`src/rtl/shift_sequencer.sv`:
```
// shift_sequencer
// Multi-cycle shift unit for the execute stage: shifts one bit per clock
// instead of using a combinational barrel shifter. Handles SLL/SRL/SRA with an
// immediate or register-sourced amount. busy stalls the pipeline until done.
//
// State table:
//   state   | meaning
//   S_IDLE  | waiting for start; result/carry hold the last completed value
//   S_SHIFT | shifting result one bit per cycle, count holds shifts remaining
//   S_DONE  | one-cycle completion pulse, result/carry valid
//
// Ports:
//   clk        in   system clock, rising edge
//   rst        in   synchronous reset, active low
//   start      in   request, sampled only in S_IDLE
//   op         in   00 SLL, 01 SRL, 10 SRA, 11 pass-through
//   amt_sel    in   1 = shamt_imm, 0 = shamt_reg[SHW-1:0]
//   shamt_imm  in   immediate shift amount (unsigned)
//   shamt_reg  in   register shift amount, only low SHW bits used
//   operand    in   value to shift
//   result     out  shifted value, held until the next accepted start
//   carry      out  last bit shifted out, 0 when no shift occurred
//   zero       out  result == 0
//   busy       out  high in S_SHIFT and S_DONE
//   done       out  one-cycle completion pulse
module shift_sequencer #(
    parameter int WIDTH = 32,
    parameter int SHW   = 5
) (
    input  logic             clk,
    input  logic             rst,
    input  logic             start,
    input  logic [1:0]       op,
    input  logic             amt_sel,
    input  logic [SHW-1:0]   shamt_imm,
    input  logic [WIDTH-1:0] shamt_reg,
    input  logic [WIDTH-1:0] operand,
    output logic [WIDTH-1:0] result,
    output logic             carry,
    output logic             zero,
    output logic             busy,
    output logic             done
);

    typedef enum logic [1:0] {
        S_IDLE  = 2'b00,
        S_SHIFT = 2'b01,
        S_DONE  = 2'b10
    } state_t;

    localparam logic [1:0] OP_SLL = 2'b00;
    localparam logic [1:0] OP_SRL = 2'b01;
    localparam logic [1:0] OP_SRA = 2'b10;
    localparam logic [1:0] OP_PASS = 2'b11;

    state_t           state_q, state_d;
    logic [WIDTH-1:0] result_q, result_d;
    logic             carry_q, carry_d;
    logic [SHW-1:0]   count_q, count_d;
    logic [1:0]       op_q, op_d;
    logic [SHW-1:0]   amt_sel_val;
    logic [SHW-1:0]   amt_start;

    // Upper register-amount bits are architecturally ignored.
    logic unused_shamt_hi;
    assign unused_shamt_hi = ^shamt_reg[WIDTH-1:SHW];

    assign amt_sel_val = amt_sel ? shamt_imm : shamt_reg[SHW-1:0];
    // Pass-through never shifts, whatever amount is presented.
    assign amt_start   = (op == OP_PASS) ? '0 : amt_sel_val;

    always_comb begin
        state_d  = state_q;
        result_d = result_q;
        carry_d  = carry_q;
        count_d  = count_q;
        op_d     = op_q;
        case (state_q)
            S_IDLE: begin
                if (start) begin
                    result_d = operand;
                    op_d     = op;
                    carry_d  = 1'b0;
                    count_d  = amt_start;
                    state_d  = (amt_start == '0) ? S_DONE : S_SHIFT;
                end
            end
            S_SHIFT: begin
                case (op_q)
                    OP_SLL: begin
                        carry_d  = result_q[WIDTH-1];
                        result_d = {result_q[WIDTH-2:0], 1'b0};
                    end
                    OP_SRL: begin
                        carry_d  = result_q[0];
                        result_d = {1'b0, result_q[WIDTH-1:1]};
                    end
                    OP_SRA: begin
                        carry_d  = result_q[0];
                        result_d = {result_q[WIDTH-1], result_q[WIDTH-1:1]};
                    end
                    default: begin
                        // Pass-through never reaches S_SHIFT; hold if it does.
                        carry_d  = carry_q;
                        result_d = result_q;
                    end
                endcase
                count_d = count_q - 1'b1;
                if (count_q == SHW'(1)) begin
                    state_d = S_DONE;
                end
            end
            S_DONE: begin
                state_d = S_IDLE;
            end
            default: begin
                state_d = S_IDLE;
            end
        endcase
    end

    always_ff @(posedge clk) begin
        if (!rst) begin
            state_q  <= S_IDLE;
            result_q <= '0;
            carry_q  <= 1'b0;
            count_q  <= '0;
            op_q     <= OP_SLL;
        end else begin
            state_q  <= state_d;
            result_q <= result_d;
            carry_q  <= carry_d;
            count_q  <= count_d;
            op_q     <= op_d;
        end
    end

    assign result = result_q;
    assign carry  = carry_q;
    assign zero   = (result_q == '0);
    assign busy   = (state_q != S_IDLE);
    assign done   = (state_q == S_DONE);

endmodule

```
`config.mk`:
```
export PLATFORM = sky130hd
export DESIGN_NAME = shift_sequencer
export DESIGN_NICKNAME = d
export VERILOG_FILES = /design/src/rtl/shift_sequencer.sv
export SDC_FILE = /design/constraint.sdc
export NUM_CORES = 1
export LEC_CHECK = 0
export CAP_MARGIN = 10
export CELL_PAD_IN_SITES_DETAIL_PLACEMENT = 2
export CELL_PAD_IN_SITES_GLOBAL_PLACEMENT = 2
export CORE_UTILIZATION = 21
export CTS_CLUSTER_DIAMETER = 30
export CTS_CLUSTER_SIZE = 24
export DETAILED_ROUTE_END_ITERATION = 8
export PLACE_DENSITY = 0.8
export REMOVE_ABC_BUFFERS = 1
export SLEW_MARGIN = 25
export SYNTH_ARGS = -nofsm -noshare
export SYNTH_HDL_FRONTEND = slang
export SYNTH_SLANG_ARGS = --single-unit
```
`constraint.sdc`:
```
create_clock -name clk -period 1.59 [get_ports clk]
set_input_delay 0.2385 -clock clk [delete_from_list [all_inputs] [get_ports clk]]
set_output_delay 0.2385 -clock clk [all_outputs]
set_load 0.01 [all_outputs]
```
==> summary.txt <==
GRT Residual Overflow = 0
Crit path launch type = flip-flop
Io pins = 111
Clock share of power = 0.266
Leak Pwr = 1.987 nW
PwrDens = 1051 nW/um^2
Post-synthesis mux area share = 0.03183
TNS Setup = -4.463 ns
Share of layout cells above drive strength 1 = 0.3051
Worst ir drop on vdd = 0.5095 mV
Reg power frac = 0.303
Drt total wl = 12750 um
Multi-input logic area = 1579 um^2
Worst Path Required = 1.35 ns
Syn Inst Count = 254
CP endpoint kind = primary output
Complex-gate fraction of the synthesized area = 0.3373
Die X = 109.7 um
Worst path cell trace = nor4_4, buf_4, nand4_1, nor2_2, buf_4
Clock transition at the registers of the reported paths = 0.08 ns
Crit-path max FO = 2
Status = finished, violations left
Sequential cell area = 858.3 um^2
Yosys cell types = 44
Vias per inst = 5.409
Number of global-route vias before repair = 3174
Pin count of the biggest net entering global routing = 37
Core box area = 11080 um^2
Synth Area in Simple Gates = 0.1905
Worst setup margin = -0.2089 ns
Max_slew headroom = 0.6445
Gate power share = 0.431
Post-route clock period utilization = 1.131
Core Util, Final = 0.3908
RSZ-0062 raised after global routing = true
Mean post-synth cell area = 9.596 um^2
Yosys warning total = 0
Top routing layer in use = met4
Largest family of logic cells by synthesized area = compound AO/OA/AOI/OAI gates
Cell mode on critical path = buf_4
NetSw = 0.001563 W
Cell Area, Synth = 2437 um^2
Number of synthesized flops with an enable pin = 0
DP Area = 3810 um^2
Port Buffers = 83
Placed Cells incl. Taps = 515
Max Cap Viol = 0
Predominant post-synthesis flop cell = dfxtp_1
Starting Density = 0.2200
Detailed-router iteration count before antenna repair = 4
Routed Antenna Nets = 0
Fmax = 0.5559 GHz
Worst Tran Pin Value = 0.5321 ns
Minimum clock period = 1.799 ns
Post-DP HPWL = 7526 um
Worst-skew pair later-pin latency = 0.29 ns
Internal power = 0.002985 W
DR DRC count = 0
Final Setup Violations = 33
Post-synthesis async set-or-reset flop share = 0
Antenna diodes = 0
Adder-Cell Fraction of Synth Area = 0.03080
Hold WC Path Type = primary input to flip-flop
Initial antenna violation count = 0
Max Slew Vio Count = 0
Met3 wire len = 577 um
Clock buffer count from CTS = 5
Worst Path Class, Setup = flip-flop to primary output
Final Instance Area = 4329 um^2
H-Tree Depth = 2
Clock buffer depth = 2
Routability congestion estimate = 0.8031
Violated checks = setup timing
WL met2 = 6426 um
Sw Ratio = 0.3437
Post-Synth XOR/XNOR Area = 0
Clock root buffer = clkbuf_16
Max incr delay on CP = 0.34 ns
First-pass GRT wire length = 18570 um
Per-cell routed wire length = 24.05 um
Final hold slack = 0.5417 ns
CTS tree = yes
Total number of vias = 2867
Slowest cell on the critical path = dfxtp_2
Post-layout net count = 470
Met1 WL = 5478 um
Crit path DAT = 1.56 ns
Layout area overhead = 77.62%
Register area share after synthesis = 0.3450
DR iter-0 viols = 209
Die area = 12040 um^2
Clock sink total = 42
Chip Height = 109.7 um
Hold Vio Cnt, Final = 0
Filler cells = 1159
Row cnt = 38
#FFs+latches synth = 42
Total Routing Usage GR = 0.2070
Clk_skew = 0.01484 ns
Post-Layout Cell Count = 530
-- layout make-up --
type	instances	area share
clock buffer	6	0.02977
clock inverter	2	0.008671
inverter	7	0.006647
multi-input combinational	184	0.3647
sequential	42	0.1983
tap	140	0.04046
timing repair buffer	149	0.3514
-- logic make-up (layout without fill, tap and decap cells) --
logic type               count (synthesis)  in the layout
multiplexers                             6              6
buffers and inverters                   28            164
flip-flops                              42             42
AND/OR/NAND/NOR                         80             80
adder cells (fa/ha/maj)                  6              6
AO/OA/AOI/OAI                           92             92
-- worst max-delay path, delay by kind of cell (launching register included) --
kind,cells,cell delay (ns)
and+or+nand+nor,3,0.59
buffers and inverters,2,0.33
DFF,1,0.34
-- routing by layer --
metal / vias up / track usage
met5: - / 0
met4: 0 / 0.07714
met3: 18 / 0.03379
met2: 101 / 0.3540
met1: 1460 / 0.2599
li1: 1288 / -
-- cell usage after synthesis (6+ instances only) --
master / instances / area, um^2
a21oi_1: 9 / 45.04
a221o_1: 29 / 290.3
a32o_1: 29 / 290.3
buf_2: 6 / 30.03
clkbuf_1: 7 / 26.28
dfxtp_1: 42 / 840.8
ha_1: 6 / 75.07
inv_1: 6 / 22.52
nand2_1: 6 / 22.52
nand2b_1: 30 / 187.7
nor2_1: 15 / 56.30
nor4_1: 8 / 50.05
o21ai_0: 6 / 30.03
-- power by group through the flow --
stage / sequential, W / clock [W] / combinational, W
2_1_floorplan: 0.00145 / 0 / 0.000625
3_3_place_gp: 0.00134 / 0 / 0.00166
3_5_place_dp: 0.00135 / 0 / 0.00173
4_1_cts: 0.00134 / 0.00120 / 0.00186
5_1_grt: 0.00139 / 0.00125 / 0.00208
6_report: 0.00138 / 0.00121 / 0.00196
-- sequential cells by signal (all words and copies together), names as in the netlist --
signal and count:
carry 1, count_q 5, op_q 2, result 32, state_q 2
-- worst paths after layout --
check,slack [ns],startpoint,cells past startpoint,endpoint
worst min register to register,0.55,carry,2,carry
worst min-delay path,0.54,operand[0],3,result[0]
worst max-delay path,-0.21,result[12],5,zero
worst max register to register,-0.20,op_q[0],6,result[4]
-- layout by cell type (no fill, tap or decap), types with 4 or more instances in the layout --
master and instances:
clkdlybuf4s50_1 58, buf_4 53, dfxtp_1 30, nand2b_1 29
a221o_1 29, a32o_1 28, dlymetal6s2s_1 20, nor2_1 13
dfxtp_2 11, a21oi_1 8, nand2_1 6, buf_6 6
o21ai_0 5, clkbuf_16 5, nor4_1 4, nand3_1 4
ha_4 4, buf_16 4, dlygate4sd2_1 4, buf_12 4
-- stage by stage --
step           power [W]  setup slack, ns
6_report        0.004548          -0.2089
2_1_floorplan   0.002075          -0.6721
4_1_cts         0.004390          -0.1708
5_1_grt         0.004721          -0.2439
3_5_place_dp    0.003082          -0.4014
3_3_place_gp    0.002997          -0.2590
-- timing repair --
item / CTS / global route
resized for setup: 41 / 45
buffers inserted: 1 / 1
gates cloned: 4 / 1
hold buffers: 0 / 0
hold endpoints to repair: 0 / 0
endpoints found under the setup margin: 38 / 52
pin swaps: 20 / 7
Power figures use the tool's default switching activity.
